`config.mk`:
```
export PLATFORM = sky130hd
export DESIGN_NAME = seg7_scan
export DESIGN_NICKNAME = d
export VERILOG_FILES = /design/src/rtl/seg7_pkg.sv /design/src/rtl/seg7_scan_tick_gen.sv /design/src/rtl/seg7_scan.sv
export SDC_FILE = /design/constraint.sdc
export NUM_CORES = 1
export LEC_CHECK = 0
export BUFFER_PORTS_ARGS = -buffer_cell sky130_fd_sc_hd__buf_2
export CORE_ASPECT_RATIO = 1.5
export CORE_MARGIN = 2
export CORE_UTILIZATION = 54
export DETAILED_ROUTE_END_ITERATION = 12
export GPL_TIMING_DRIVEN = 0
export PLACE_DENSITY = 0.85
export REMOVE_ABC_BUFFERS = 1
export SYNTH_ARGS = -nofsm -noshare
export SYNTH_HDL_FRONTEND = slang
export SYNTH_SLANG_ARGS = --single-unit
```
`constraint.sdc`:
```
create_clock -name clk -period 3 [get_ports clk]
set_clock_uncertainty 0.2 [all_clocks]
set_input_delay 0.15 -clock clk [delete_from_list [all_inputs] [get_ports clk]]
set_output_delay 0.15 -clock clk [all_outputs]
set_load 0.01 [all_outputs]
```
`src/rtl/seg7_pkg.sv`:
```
// Shared constants for the eight-digit common-anode scanner:
// active-low segment decode table and idle levels.
package seg7_pkg;

  localparam int N_DIGITS = 8;

  localparam logic [6:0] SEG_OFF = 7'h7F;
  localparam logic [7:0] AN_OFF  = 8'hFF;

  // {a,b,c,d,e,f,g}, a segment is lit when its bit is 0
  localparam logic [6:0] HEX2SEG [16] = '{
    7'h01, 7'h4F, 7'h12, 7'h06, 7'h4C, 7'h24, 7'h20, 7'h0F,
    7'h00, 7'h04, 7'h08, 7'h60, 7'h31, 7'h42, 7'h30, 7'h38
  };

  function automatic logic [7:0] an_select(input logic [2:0] idx);
    logic [7:0] one_hot;
    one_hot = 8'h01 << idx;
    return ~one_hot;
  endfunction

endpackage

```
`src/rtl/seg7_scan_tick_gen.sv`:
```
// Free-running divider: tick is high for one cycle every PERIOD cycles;
// clr parks the counter at zero and suppresses the tick.
module tick_gen #(
  parameter int PERIOD = 2
) (
  input  logic clk,
  input  logic reset_n,
  input  logic clr,
  output logic tick
);

  localparam int W = $clog2(PERIOD) + 1;
  localparam logic [W-1:0] LAST = W'(PERIOD - 1);

  generate
    if (PERIOD < 1) begin : g_bad_period
      $error("tick_gen: PERIOD must be at least 1");
    end
  endgenerate

  logic [W-1:0] cnt_reg;

  assign tick = !clr && (cnt_reg == LAST);

  always_ff @(posedge clk or negedge reset_n) begin
    if (!reset_n) begin
      cnt_reg <= '0;
    end else if (clr || tick) begin
      cnt_reg <= '0;
    end else begin
      cnt_reg <= cnt_reg + W'(1);
    end
  end

endmodule

```
`src/rtl/seg7_scan.sv`:
```
// Time-multiplexed driver for eight common-anode digits with per-frame
// input snapshot and whole-display blinking.
module seg7_scan
  import seg7_pkg::*;
#(
  parameter int CLK_HZ   = 100_000_000,
  parameter int SCAN_HZ  = 1000,
  parameter int BLINK_HZ = 2
) (
  input  logic        clk,
  input  logic        reset_n,
  input  logic [31:0] digits,
  input  logic [7:0]  dp_mask,
  input  logic [7:0]  blank_mask,
  input  logic        blink_en,
  output logic [6:0]  seg,
  output logic        dp,
  output logic [7:0]  an,
  output logic        frame_start
);

  localparam int DIV  = CLK_HZ / SCAN_HZ - 1;
  localparam int HALF = CLK_HZ / (2 * BLINK_HZ);

  generate
    if ((CLK_HZ % SCAN_HZ) != 0 || DIV < 1) begin : g_bad_scan
      $error("seg7_scan: CLK_HZ must be a multiple of SCAN_HZ with DIV >= 1");
    end
    if ((CLK_HZ % (2 * BLINK_HZ)) != 0) begin : g_bad_blink
      $error("seg7_scan: CLK_HZ must be a multiple of 2*BLINK_HZ");
    end
  endgenerate

  logic scan_tick;
  logic blink_tick;

  tick_gen #(.PERIOD(DIV + 1)) u_scan_tick (
    .clk     (clk),
    .reset_n (reset_n),
    .clr     (1'b0),
    .tick    (scan_tick)
  );

  tick_gen #(.PERIOD(HALF)) u_blink_tick (
    .clk     (clk),
    .reset_n (reset_n),
    .clr     (~blink_en),
    .tick    (blink_tick)
  );

  logic [2:0]  idx_reg;
  logic [31:0] shadow_digits_reg;
  logic [7:0]  shadow_dp_reg;
  logic [7:0]  shadow_blank_reg;
  logic        blink_phase_reg;
  logic        wrap_reg;
  logic [7:0]  an_reg;
  logic [6:0]  seg_reg;
  logic        dp_reg;
  logic        frame_start_reg;

  logic        dark;
  logic [3:0]  code;
  logic [7:0]  an_next;
  logic [6:0]  seg_next;
  logic        dp_next;

  // Anode and segments come from one decode so they always switch together.
  always_comb begin
    dark     = shadow_blank_reg[idx_reg] | (blink_en & blink_phase_reg);
    code     = shadow_digits_reg[{idx_reg, 2'b00} +: 4];
    an_next  = AN_OFF;
    seg_next = SEG_OFF;
    dp_next  = 1'b1;
    if (!dark) begin
      an_next  = an_select(idx_reg);
      seg_next = HEX2SEG[code];
      dp_next  = ~shadow_dp_reg[idx_reg];
    end
  end

  always_ff @(posedge clk or negedge reset_n) begin
    if (!reset_n) begin
      idx_reg           <= '0;
      shadow_digits_reg <= '0;
      shadow_dp_reg     <= '0;
      shadow_blank_reg  <= AN_OFF;
      blink_phase_reg   <= 1'b0;
      wrap_reg          <= 1'b0;
      an_reg            <= AN_OFF;
      seg_reg           <= SEG_OFF;
      dp_reg            <= 1'b1;
      frame_start_reg   <= 1'b0;
    end else begin
      if (scan_tick) begin
        idx_reg <= idx_reg + 3'd1;
        // Snapshot at the frame boundary so a frame never mixes two inputs.
        if (idx_reg == 3'(N_DIGITS - 1)) begin
          shadow_digits_reg <= digits;
          shadow_dp_reg     <= dp_mask;
          shadow_blank_reg  <= blank_mask;
        end
      end
      if (!blink_en) begin
        blink_phase_reg <= 1'b0;
      end else if (blink_tick) begin
        blink_phase_reg <= ~blink_phase_reg;
      end
      // Delayed twice: once for idx to reach 0, once for the output register.
      wrap_reg        <= scan_tick && (idx_reg == 3'(N_DIGITS - 1));
      frame_start_reg <= wrap_reg;
      an_reg          <= an_next;
      seg_reg         <= seg_next;
      dp_reg          <= dp_next;
    end
  end

  assign an          = an_reg;
  assign seg         = seg_reg;
  assign dp          = dp_reg;
  assign frame_start = frame_start_reg;

endmodule

```
## Word level (Yosys, flattened, before mapping)

Memories as Yosys holds them, arrays and structs flattened.
Cells that the tools add are included.

- Register bits: 114
- Memory bits (read-only): 112
- Input port bits: 51
- Output and inout port bits: 17
- Logic and storage cells: 48
- Memories: 1

Memories:

| memory | depth | bits a word | read ports | clocked after memory_dff | write ports | RTL line | RTL |
|---|---|---|---|---|---|---|---|
| (no name shown) | 16 | 7 | 1 | 0 | 0 | seg7_scan.sv:77 | `seg_next = HEX2SEG[code];` |

- Add/sub/neg operators: 3
- Magnitude comparators: 2
- Equal/unequal tests: 4
- Shift-type cells: 2
- Mux-type cells: 13
- Bitwise gates (word level): 7
- Reduce and logical (&&, ||, !) cells: 4

Operators with widths:

| kind | count |
|---|---|
| indexed part select 32 x 6 -> 4 bit | 1 |
| adder 26 x 1 -> 26 bit (second input constant) | 1 |
| equality test 26 x 25 -> 1 bit (second input constant) | 1 |
| two-way mux 26 bit | 1 |
| two-way mux 7 bit | 3 |
| adder 18 x 1 -> 18 bit (second input constant) | 1 |
| equality test 18 x 17 -> 1 bit (second input constant) | 1 |
| two-way mux 18 bit | 1 |
| two-way mux 8 bit | 1 |
| inverter 8 bit | 1 |
| << shifter 1 x 3 -> 8 bit (first input constant) | 1 |
| binary-select mux 1 bit (select 3 bit) | 2 |
| >= comparator 5 bit (second input constant) | 1 |
| two-way mux 1 bit | 5 |
| inverter 4 -> 5 bit | 1 |
| less-than comparator 3 x 4 -> 1 bit (second input constant) | 1 |
| adder 3 x 1 -> 3 bit (second input constant) | 1 |
| equality test 3 bit (second input constant) | 1 |
| inverter 1 bit | 3 |
| logical AND 1 bit | 2 |
| != test 2 x 1 -> 1 bit (second input constant) | 1 |
| AND reduction 2 bit | 1 |
| bitwise AND 1 bit | 1 |
| logical OR 1 bit | 1 |
| OR 1 bit | 1 |

## Depth between registers and ports, before layout

Gate-level depths: netlist of run 1.

- Word-level depth: 6
- Gate-level depth with buffers: 10
- Depth with buffers taken out: 8

## Modules after synthesis

Synthesis of run 1 repeated with hierarchy kept, for this count alone.

- Cells, all modules: 473
- Area total of the unflattened synthesis: 5612.9 um^2

Modules (own cells, without submodules):

| module | times used | cells each | area each (um^2) | sequential area each (um^2) |
|---|---|---|---|---|
| seg7_scan | 1 | 227 | 3241.9 | 1781.7 |
| tick_gen at u_blink_tick | 1 | 149 | 1445.1 | 650.6 |
| tick_gen at u_scan_tick | 1 | 97 | 925.9 | 450.4 |

## Worst setup path after synthesis of run 1

Ideal clock, no wire load.

- Path kind: register to register
- From: reg idx_reg[0]
- To: reg seg_reg[3], in the netlist seg[3]
- Library setup time: 0.079 ns
- Arrival time: 2.292 ns
- Data required time: 2.721 ns
- Slack: 0.430 ns
- Stages on the path, launching flop included: 10
- Buffers on the path: 2
- Period minus slack after synthesis: 2.570 ns
- Path through: dfrtp_1 buf_2 buf_4 mux4_2 mux2_2 inv_1 ha_1 nor3_1 a211oi_1 o21ai_0

- Word-level cells in the longest chain between the ends: 6
- Elaborated cells between the ends (all ways): 9
- Those cells by class: shift (1); mux (5); bitwise (2); memory (1)

RTL lines:

| item | RTL line | RTL |
|---|---|---|
| start: declaration | seg7_scan.sv:51 | `logic [2:0] idx_reg;` |
| start signal: assignment | seg7_scan.sv:96 | `idx_reg <= idx_reg + 3'd1;` |
| indexed part select 32 x 6 -> 4 bit | seg7_scan.sv:71 | `code = shadow_digits_reg[{idx_reg, 2'b00} +: 4];` |
| inverter 4 -> 5 bit (implied by the code) | seg7_scan.sv:77 |  |
| memory (16 x 7 bit) | - |  |
| two-way mux 7 bit (implied by the code) (2 in a row) | seg7_scan.sv:77 |  |
| two-way mux 7 bit (*) | seg7_scan.sv:75 | `if (!dark) begin` |
| named net seg_next[3] | seg7_scan.sv:65 | `logic [6:0] seg_next;` |
| end signal: assignment | seg7_scan.sv:113 | `seg_reg <= seg_next;` |
| end: declaration | seg7_scan.sv:58 | `logic [6:0] seg_reg;` |

Mark *: on every way through the listed nets, which the timed path passes. The rest lies on a longest branch. The select of a mux whose other input is x is not followed.
A chain may end at the register's enable or synchronous reset.

## Worst setup path in the final report of run 1

- From: reg idx_reg[2]
- To: reg seg_reg[3], in the netlist seg[3]

Same word-level chain as after synthesis.

==> results of run 1 <==
[cells in the mapped netlist, types with 3 or more instances]
library cell | n | area, sq um
a211oi_1 | 3 | 22.5
and2_1 | 5 | 31.3
and3_1 | 4 | 25.0
and4_1 | 6 | 52.6
buf_2 | 5 | 25.0
buf_4 | 3 | 22.5
clkbuf_1 | 6 | 22.5
dfrtp_1 | 90 | 2250
dfstp_2 | 24 | 631
ha_1 | 14 | 175
inv_1 | 14 | 52.6
mux2_1 | 20 | 225
mux2_2 | 31 | 349
mux2i_1 | 7 | 70.1
mux4_2 | 10 | 225
nand2_1 | 36 | 135
nand3_1 | 16 | 80.1
nand4_1 | 5 | 31.3
nor2_1 | 47 | 176
nor3_1 | 9 | 45.0
nor4_1 | 9 | 56.3
o21ai_0 | 4 | 20.0
o221ai_1 | 5 | 43.8
or3_1 | 3 | 18.8
xnor2_1 | 27 | 236
xor2_1 | 15 | 131
[layer usage]
metal | vias to the layer above | global-route usage | part of all wire | wire [um]
met5 | - | 0 | 0 | 0
met4 | 0 | 0.149 | 0.044 | 632
met3 | 53 | 0.0878 | 0.064 | 928
met2 | 210 | 0.494 | 0.53 | 7650
met1 | 2063 | 0.326 | 0.36 | 5210
li1 | 1776 | - | - | -
[cell families after synthesis]
kind of cell	Yosys count	share of synthesized area
AO/OA/AOI/OAI	17	0.0221
buffers and inverters	33	0.0338
XOR/XNOR	42	0.0685
AND/OR/NAND/NOR	154	0.144
multiplexers	68	0.162
adder cells (fa/ha/maj)	14	0.0326
flip-flops	114	0.537
[power by group]
part           switching (W)  total [W]  internal [W]  leakage, nW
clock network       0.000717    0.00223       0.00151        0.314
registers         0.00000512    0.00155       0.00154         1.49
logic              0.0000631   0.000137     0.0000738         1.40
[metrics by stage]
step	hold WS [ns]	cells	power (W)	utilization	instance area (sq um)
global route	0.164	693	0.00401	0.717	6950
CTS	0.149	693	0.00390	0.716	6930
floorplan	-0.346	424	0.00158	-	5240
finish	0.122	693	0.00392	0.717	6950
global placement	0.135	606	0.00164	0.591	5720
detailed placement	0.0493	607	0.00165	0.594	5750
[cell type report]
| class | instances | area [sq um] | area share |
|---|---|---|---|
| sequential | 114 | 2890 | 0.416 |
| tap | 115 | 144 | 0.0207 |
| clock buffer | 22 | 464 | 0.0668 |
| clock inverter | 10 | 181 | 0.0261 |
| inverter | 15 | 56.3 | 0.00810 |
| timing repair buffer | 121 | 888 | 0.128 |
| multi-input combinational | 296 | 2330 | 0.335 |
[timing repair]
action / 4_1_cts / 5_1_grt
pin swaps: 2 / 0
gates cloned: 1 / 0
gates resized for setup: 3 / 4
hold buffers: 50 / 0
setup buffers: 3 / 0
hold endpoints to repair: 101 / 0
setup endpoints to repair: 55 / 31
[final timing paths]
check | cells after the start | from | end
worst min register to register | 0 | wrap_reg | frame_start
worst min-delay path | 2 | reset_n | shadow_dp_reg[0]
max in group asynchronous | 3 | reset_n | seg[4]
min in group clk | 0 | wrap_reg | frame_start
worst max-delay path | 7 | idx_reg[2] | seg[3]
worst max register to register | 7 | idx_reg[2] | seg[3]
==> run summary, run 1 <==
The run finished with clean final reports. The library cells used most frequently in the layout, excluding fill and tap cells, are 88 x dfrtp_1, 66 x buf_2, 50 x dlygate4sd3_1. The number of global-route vias before repair was 4,538.

In this run the power density over the cells is 563 nW/um^2. The area of the core region is a little under 10,000 sq um. The number of distinct library cells after synthesis came out at 44. Synthesis handed over a netlist of around 440 instances.

The maximum buffer depth of the clock tree is 2. Once routing completed, OpenROAD measured the worst setup slack at 0.118 ns. The number of DRC markers in iteration 0 came out at 386.

The pre-antenna-repair detailed-routing pass consisted of 5 iterations. The startpoint-to-endpoint class of the critical path is register to register. In this run the worst hold path is classified as primary input to asynchronous set/reset pin.

The async set-or-reset flop fraction in the synthesized netlist is 1.00. The initial antenna violation count is 0. The clock sink count is between 100 and 150. The number of flip-flops and latches in the synthesized netlist came out at 114. The startpoint type of the worst setup path is a register. In this run the clock root is driven by a clkbuf_16. The depth of the CTS H-tree came out at 4.

The worst endpoint required time came out at 3.12 ns. The number of hold-slack violations in the final timing report came out at 0. The sequential-to-total area share from yosys stat is 0.537. Of all nets on the critical path, the largest fanout is 11. The CTS buffer count is 17. The number of inserted diodes came out at 0. The overall track demand over capacity in global routing is 0.291. The longest individual stage delay on the worst path came out at 0.66 ns.

Input and output buffers added on the ports amount to 67. The synthesized area came out at 5370 sq um. The pin count of the biggest net entering global routing came out at 60. The cell with the largest stage delay on the worst path is dfrtp_1. The final period demand of the worst path is 2.88 ns. The number of setup violations in the final report is 0. The kind of cell adding the most delay to the critical path is flip-flops. In the routed layout, each cell is associated on average with a via count of slightly below 6. The post-route fraction of the period consumed by the critical path came out at 0.961. The via count is 4,102. The fill cell total of the finished layout is 561. The Yosys step of the flow raised 0 warnings. The worst supply voltage drop on vdd is around 0.5 mV. The cell leakage power is 3.20 nW. The horizontal die dimension came out at 85.4 um.

Walking the worst path, the cells encountered are clkinv_1 > mux2_2 > inv_1 > ha_1 > nor3_1 > a211oi_1 > o21ai_0. The number of buffer and inverter stages on the critical path is 2. The first-pass GRT wire length came out at 23,600 um.

The number of flip-flops in the largest register is 32. For this run, the leading register cell type out of synthesis is dfrtp_1. The worst-case register-to-register setup slack is 0.12 ns. The later-pin clock latency in the skew report came out at 0.43 ns. Clock-pin slew was measured on the worst setup and hold paths at 0.06 ns. From synthesis to final layout, the design area changed by 29.5%. The row count is 44. The data arrival time of the critical path is 3.00 ns. The routed wire length per instance is approximately 21 um. Based on the critical path, the design can be clocked at up to 0.347 GHz. The most frequent standard cell in the layout excluding fill and tap cells is dfrtp_1. The number of nets with antenna violations after routing came out at 0. During I/O placement, the number of pins put on the boundary was 68. The final wirelength came out at 14,400 um. The headroom to the max-slew limit is 0.510. The final-layout setup total negative slack came out at 0 ns.

STA classifies the critical path endpoint as a register. The pre-CTS worst setup slack came out at -0.548 ns. The overall die area came out at 10,800 sq um.

The number of maximum-capacitance violations is 0. The total overflow reported by the global router came out at 0. For the pin with the worst max-slew slack, the measured transition is roughly 0.73 ns. The initial utilization of the core area, before any placement, comes to 0.554. The max-slew violation total from the final report is 0.

The mean instance size in the synthesized netlist came out at around 12 sq um. The detailed-route DRC error count came out at 0. The ratio of cells with drive above 1 in the final layout came out at 0.303. The synthesized design contains 0 enable-type register cells.

The global placer's final weighted congestion came out at 0.802. The final-stage net count is 630. The height of the die is 126 um.

Setup repair after global routing left no endpoint under its margin. The post-DP HPWL is 6980 um. The clock tree from TritonCTS is built.
(Power assumes the default switching activity.)
==> inputs of run 2 (changes only) <==
Clock period 3 ns to 2.8 ns, I/O delays scaled along.
==> run summary, run 2 (synthesis gave the netlist of run 1 again) <==
The number of global-route vias before repair came out at 4,441 (was 4,538). The overall track demand over capacity in global routing is 0.276 (was 0.291). The met3 layer wire length in the routed design came to 1100 um (was 928 um). The worst-path maximum fanout is 9 (was 11). The number of inserted diodes came out at 0 (unchanged). The start of the worst register-to-register path was idx_reg[0] (was idx_reg[2]). The clock sink count is 114 (unchanged). The startpoint type of the worst setup path is a register (unchanged). The fraction of the core area covered by cells at the end of the flow came out at 0.725 (was 0.717). Outcome: completed (unchanged).

The final wirelength came out at 15,400 um (was 14,400 um). The depth of the CTS H-tree is 4 (unchanged). The routed wire length per instance is 21.9 um (was 20.8 um). The clock tree from TritonCTS is built (unchanged). The transition time at the pin with the least slew margin was 0.693 ns (was 0.728 ns). The data arrival time of the critical path came to 2.84 ns (was 3.00 ns). The most frequent standard cell in the layout excluding fill and tap cells was dfrtp_1 (unchanged).

The cell leakage power is 3.24 nW (was 3.20 nW). The start point of the critical path is idx_reg[0] (was idx_reg[2]). The ratio of cells with drive above 1 in the final layout is 0.317 (was 0.303). The final period demand of the worst path came out at 2.71 ns (was 2.88 ns).

The cell at the root of the clock tree is clkbuf_16 (unchanged). The horizontal die dimension came to 85.4 um (unchanged). The height of the die came out at 126 um (unchanged). The final-layout setup total negative slack came to 0 ns (unchanged).

The first-pass GRT wire length is 22,500 um (was 23,600 um). The number of flip-flops in the largest register is 32 (unchanged). The total power divided by cell area came out at 599 nW/um^2 (was 563 nW/um^2). The class of the tightest hold or removal check is primary input to asynchronous set/reset pin (unchanged).

The CTS buffer count came to 17 (unchanged). The final-stage net count came out at 639 (was 630). The headroom to the max-slew limit came out at 0.534 (was 0.510). The pre-CTS worst setup slack came out at -0.748 ns (was -0.548 ns).

The number of placed I/O pins is 68 (unchanged). The initial cell density of the core is 0.554 (unchanged). The worst endpoint required time is 2.93 ns (was 3.12 ns). The post-DP HPWL is 6980 um (unchanged). The startpoint-to-endpoint class of the critical path is register to register (unchanged). The fmax is 0.369 GHz (was 0.347 GHz). The max-slew violation total from the final report came to 0 (unchanged). The worst supply voltage drop on vdd came to 0.543 mV (was 0.513 mV). The number of maximum-capacitance violations is 0 (unchanged). The clock-pin transition on the worst setup and hold timing paths is 0.06 ns (about the same). The detailed-route DRC error count came out at 0 (unchanged). The port buffer count came out at 67 (unchanged). The row count came out at 44 (unchanged). The met2 wire length came to 8060 um (was 7650 um). The fill cell total of the finished layout is 545 (was 561). The layout overhead on the synthesized area came out at 30.9% (was 29.5%). The post-route fraction of the period consumed by the critical path is 0.968 (was 0.961). The number of hold-slack violations in the final timing report came out at 0 (unchanged). The number of setup violations in the final report is 0 (unchanged). The overall die area is 10,800 sq um (unchanged). The met1 layer wirelength in the final routing is 5540 um (was 5210 um).

The global placer's final weighted congestion came out at 0.802 (unchanged). The number of nets with antenna violations after routing is 0 (unchanged). The first-pass iteration count of the detailed router came out at 5 (unchanged). Highest-count cells in the layout ignoring fill and taps: 87 x dfrtp_1, 66 x buf_2, 50 x dlygate4sd3_1 (was 88 x dfrtp_1, 66 x buf_2, 50 x dlygate4sd3_1). The later-pin clock latency in the skew report came out at 0.42 ns (was 0.43 ns). The routed via count divided by cell count came to 6.04 (was 5.92).

The area of the core region came out at 9690 sq um (unchanged). The via count came to 4,239 (was 4,102). The maximum buffer depth of the clock tree came out at 2 (unchanged). The initial antenna violation count came out at 0 (unchanged). The final critical-path setup slack is 0.0902 ns (was 0.118 ns). The pin count of the biggest net entering global routing is 60 (unchanged). The total overflow reported by the global router was 0 (unchanged). The number of DRC markers in iteration 0 is 573 (was 386). The highest metal layer with signal wires is met4 (unchanged). The capturing element type of the critical path is a register (unchanged).
==> run 2: final cells by class <==
type                       instances  area (sq um)  share of cell area
clock buffer                      22           464              0.0660
clock inverter                    10           181              0.0258
inverter                          15          60.1             0.00855
multi-input combinational        296          2330               0.332
sequential                       114          2890               0.411
tap                              115           144              0.0205
timing repair buffer             130           956               0.136
==> run 2: path summary, 6_finish.rpt <==
check	to	slack (ns)	depth (start not counted)
max in group asynchronous	seg[6]	1.45	3
max reg2reg	seg[3]	0.09	7
min reg2reg	frame_start	0.15	0
min in group clk	frame_start	0.15	0
min	blink_phase_reg	0.15	2
max	seg[3]	0.09	7
==> run 2: timing repair <==
item,CTS,global route
buffers inserted,5,7
pin swaps,2,0
endpoints found under the setup margin,81,2
gates resized for setup,7,5
hold buffers,50,0
hold endpoints to repair,103,0
gates cloned,1,0
==> run 2: metal layers <==
| layer | vias up | global-route usage |
|---|---|---|
| li1 | 1801 | - |
| met1 | 2090 | 0.311 |
| met2 | 277 | 0.472 |
| met3 | 71 | 0.0799 |
| met4 | 0 | 0.137 |
| met5 | - | 0 |
==> run 2: critical path: stages (launching register included) <==
cell and delay (ns):
dfrtp_4 0.53, mux4_2 0.56, mux2_2 0.36, inv_1 0.16
ha_1 0.30, nor3_1 0.24, a211oi_1 0.08, o21ai_1 0.19
==> run 2: metrics by stage <==
| stage | instances | cell area (sq um) | hold slack [ns] | power (W) |
|---|---|---|---|---|
| after global placement | 606 | 5720 | 0.135 | 0.00176 |
| after CTS | 695 | 6960 | 0.139 | 0.00417 |
| after global routing | 702 | 7030 | 0.164 | 0.00431 |
| final | 702 | 7030 | 0.150 | 0.00421 |
| after floorplan | 424 | 5240 | -0.356 | 0.00169 |
| after detailed placement | 607 | 5750 | 0.0393 | 0.00177 |
==> run 2: report_power, final <==
part           leakage, nW  switching (W)  internal (W)
sequential            1.48     0.00000528       0.00165
clock                0.314       0.000781       0.00162
combinational         1.44      0.0000688     0.0000793
==> inputs of run 3 (changes only) <==
Settings changed: CORE_UTILIZATION 54 to 55, PLACE_DENSITY 0.85 to 0.86.
==> run summary, run 3 (synthesis gave the netlist of run 1 again) <==
The transition time at the pin with the least slew margin was 0.870 ns (was 0.693 ns). The class of the tightest hold or removal check is register to register (was primary input to asynchronous set/reset pin). The global placer's final weighted congestion was 0.787 (was 0.802). The most frequent standard cell in the layout excluding fill and tap cells is dfrtp_1 (unchanged). The cell leakage power is 3.16 nW (was 3.24 nW). The headroom to the max-slew limit came out at 0.420 (was 0.534). The total overflow reported by the global router was 0 (unchanged). The overall die area came out at 10,600 sq um (was 10,800 sq um). The clock-pin transition on the worst setup and hold timing paths is 0.05 ns (was 0.06 ns). The number of DRC markers in iteration 0 is 396 (was 573). The register area came out at 2890 sq um (about the same). The number of global-route vias before repair is 4,481 (was 4,441). The fill cell total of the finished layout is 572 (was 545). The via count is 4,128 (was 4,239). The worst endpoint required time came out at 2.92 ns (was 2.93 ns). The initial antenna violation count came out at 0 (unchanged).

The number of setup violations in the final report came out at 0 (unchanged). The startpoint type of the worst setup path is a register (unchanged). The startpoint-to-endpoint class of the critical path is register to register (unchanged). The capturing element type of the critical path is a register (unchanged).

The longest individual stage delay on the worst path came out at 0.59 ns (was 0.56 ns). The power consumption came out at 0.00377 W (was 0.00421 W). The worst-path maximum fanout is 12 (was 9).

The routed via count divided by cell count came to 5.93 (was 6.04). The combined area of the multi-input logic cells is 2330 sq um (about the same). The final period demand of the worst path came to 2.74 ns (was 2.71 ns). The post-DP HPWL came out at 7060 um (was 6980 um).

The CTS buffer count is 17 (unchanged). The pin count of the biggest net entering global routing came out at 69 (was 60). Cell Chain, Critical Path: mux4_2 > nand2_1 > nand2_1 > inv_1 > ha_1 > nor3_1 > a211oi_1 > o21ai_1 (was mux4_2 > mux2_2 > inv_1 > ha_1 > nor3_1 > a211oi_1 > o21ai_1). The overall track demand over capacity in global routing is 0.286 (was 0.276). The cell with the largest stage delay on the worst path is mux4_2 (unchanged). The fmax came out at 0.365 GHz (was 0.369 GHz).

Setup repair after global routing left no endpoint under its margin. The total power divided by cell area came out at 550 nW/um^2 (was 599 nW/um^2). The clock tree from TritonCTS was built (unchanged). The row count came out at 44 (unchanged).

The number of hold-slack violations in the final timing report was 0 (unchanged). The area of the core region is 9580 sq um (was 9690 sq um). The maximum buffer depth of the clock tree is 2 (unchanged). The data arrival time of the critical path came out at 2.86 ns (was 2.84 ns). The routed wire length per instance is 20.3 um (was 21.9 um). The port buffer count came out at 67 (unchanged). The worst supply voltage drop on vdd is 0.531 mV (was 0.543 mV). The number of flip-flops in the largest register came out at 32 (unchanged). The initial cell density of the core came out at 0.560 (was 0.554).

The final standard cell area without fillers came out at 6860 sq um (was 7030 sq um). The first-pass iteration count of the detailed router is 5 (unchanged). The number of placed I/O pins came out at 68 (unchanged). The first-pass GRT wire length came out at 22,800 um (was 22,500 um). The worst-case register-to-register setup slack is 0.06 ns (was 0.09 ns). The clock sink count came out at 114 (unchanged). The horizontal die dimension is 84.7 um (was 85.4 um). The number of nets with antenna violations after routing is 0 (unchanged). The number of maximum-capacitance violations came out at 0 (unchanged). The later-pin clock latency in the skew report is 0.42 ns (about the same). The ratio of cells with drive above 1 in the final layout is 0.308 (was 0.317). The cell area reported after detailed placement is 5750 sq um (unchanged).

Highest-count cells in the layout ignoring fill and taps: 88 x dfrtp_1, 66 x buf_2, 50 x dlygate4sd3_1 (was 87 x dfrtp_1, 66 x buf_2, 50 x dlygate4sd3_1). The most frequent cell on the critical path is nand2_1. The detailed-route DRC error count is 0 (unchanged).

The final wirelength came to 14,200 um (was 15,400 um). The number of inserted diodes is 0 (unchanged). The cell at the root of the clock tree is clkbuf_16 (unchanged).

The depth of the CTS H-tree came out at 4 (unchanged). The height of the die came out at 125 um (was 126 um). Outcome: completed (unchanged). The final-stage net count is 633 (was 639). The layout overhead on the synthesized area came out at 27.8% (was 30.9%).

The post-route fraction of the period consumed by the critical path is 0.979 (was 0.968). The max-slew violation total from the final report is 0 (unchanged).
run 3: area by class of cell:
type | count | share of cell area
clock buffer | 22 | 0.0691
clock inverter | 10 | 0.00875
inverter | 15 | 0.00821
multi-input combinational | 296 | 0.339
sequential | 114 | 0.421
tap | 115 | 0.0210
timing repair buffer | 124 | 0.133
run 3: path summary, 6_finish.rpt:
path / cells past startpoint / to / from
worst min-delay path: 0 / frame_start / wrap_reg
max in group asynchronous: 3 / an[0] / reset_n
min in group asynchronous: 2 / shadow_digits_reg[25] / reset_n
worst max-delay path: 8 / seg[3] / idx_reg[0]
worst max register to register: 8 / seg[3] / idx_reg[0]
worst min register to register: 0 / frame_start / wrap_reg
run 3: what timing repair did:
item,4_1_cts,5_1_grt
gates resized for setup,7,2
setup endpoints to repair,80,1
buffers inserted,2,4
endpoints found under the hold margin,105,0
hold buffers,50,0
gates cloned,1,0
pin swaps,2,0
run 3: per-layer routing:
metal	global-route usage	vias up	wire length, um
li1	-	1789	-
met1	0.306	2068	4960
met2	0.491	208	7630
met3	0.0818	63	769
met4	0.176	0	794
met5	0	-	0
run 3: critical path: cells and delay by family, from the launching register on:
kind                       cells  cell delay (ns)
DFF                            1             0.54
adders and majority gates      1             0.28
buffers and inverters          1             0.17
muxes                          1             0.59
and+or+nand+nor                3             0.54
AOI/OAI and AO/OA              2             0.31
run 3: power by group:
part / leakage, nW / total (W) / internal [W] / switching, W
clock: 0.257 / 0.00197 / 0.00119 / 0.000782
combinational: 1.41 / 0.000147 / 0.0000789 / 0.0000684
sequential: 1.49 / 0.00166 / 0.00165 / 0.00000460
run 3: metrics by stage:
step	setup TNS, ns	std cells	setup WS, ns	hold WS, ns	util
after global placement	-32.28	606	-0.630	0.134	0.597
final	0	696	0.0599	0.146	0.716
after global routing	0	696	0.00307	0.165	0.716
after CTS	0	692	0.000924	0.146	0.713
after floorplan	-11.33	424	-0.252	-0.356	-
after detailed placement	-38.48	607	-0.741	0.0992	0.600
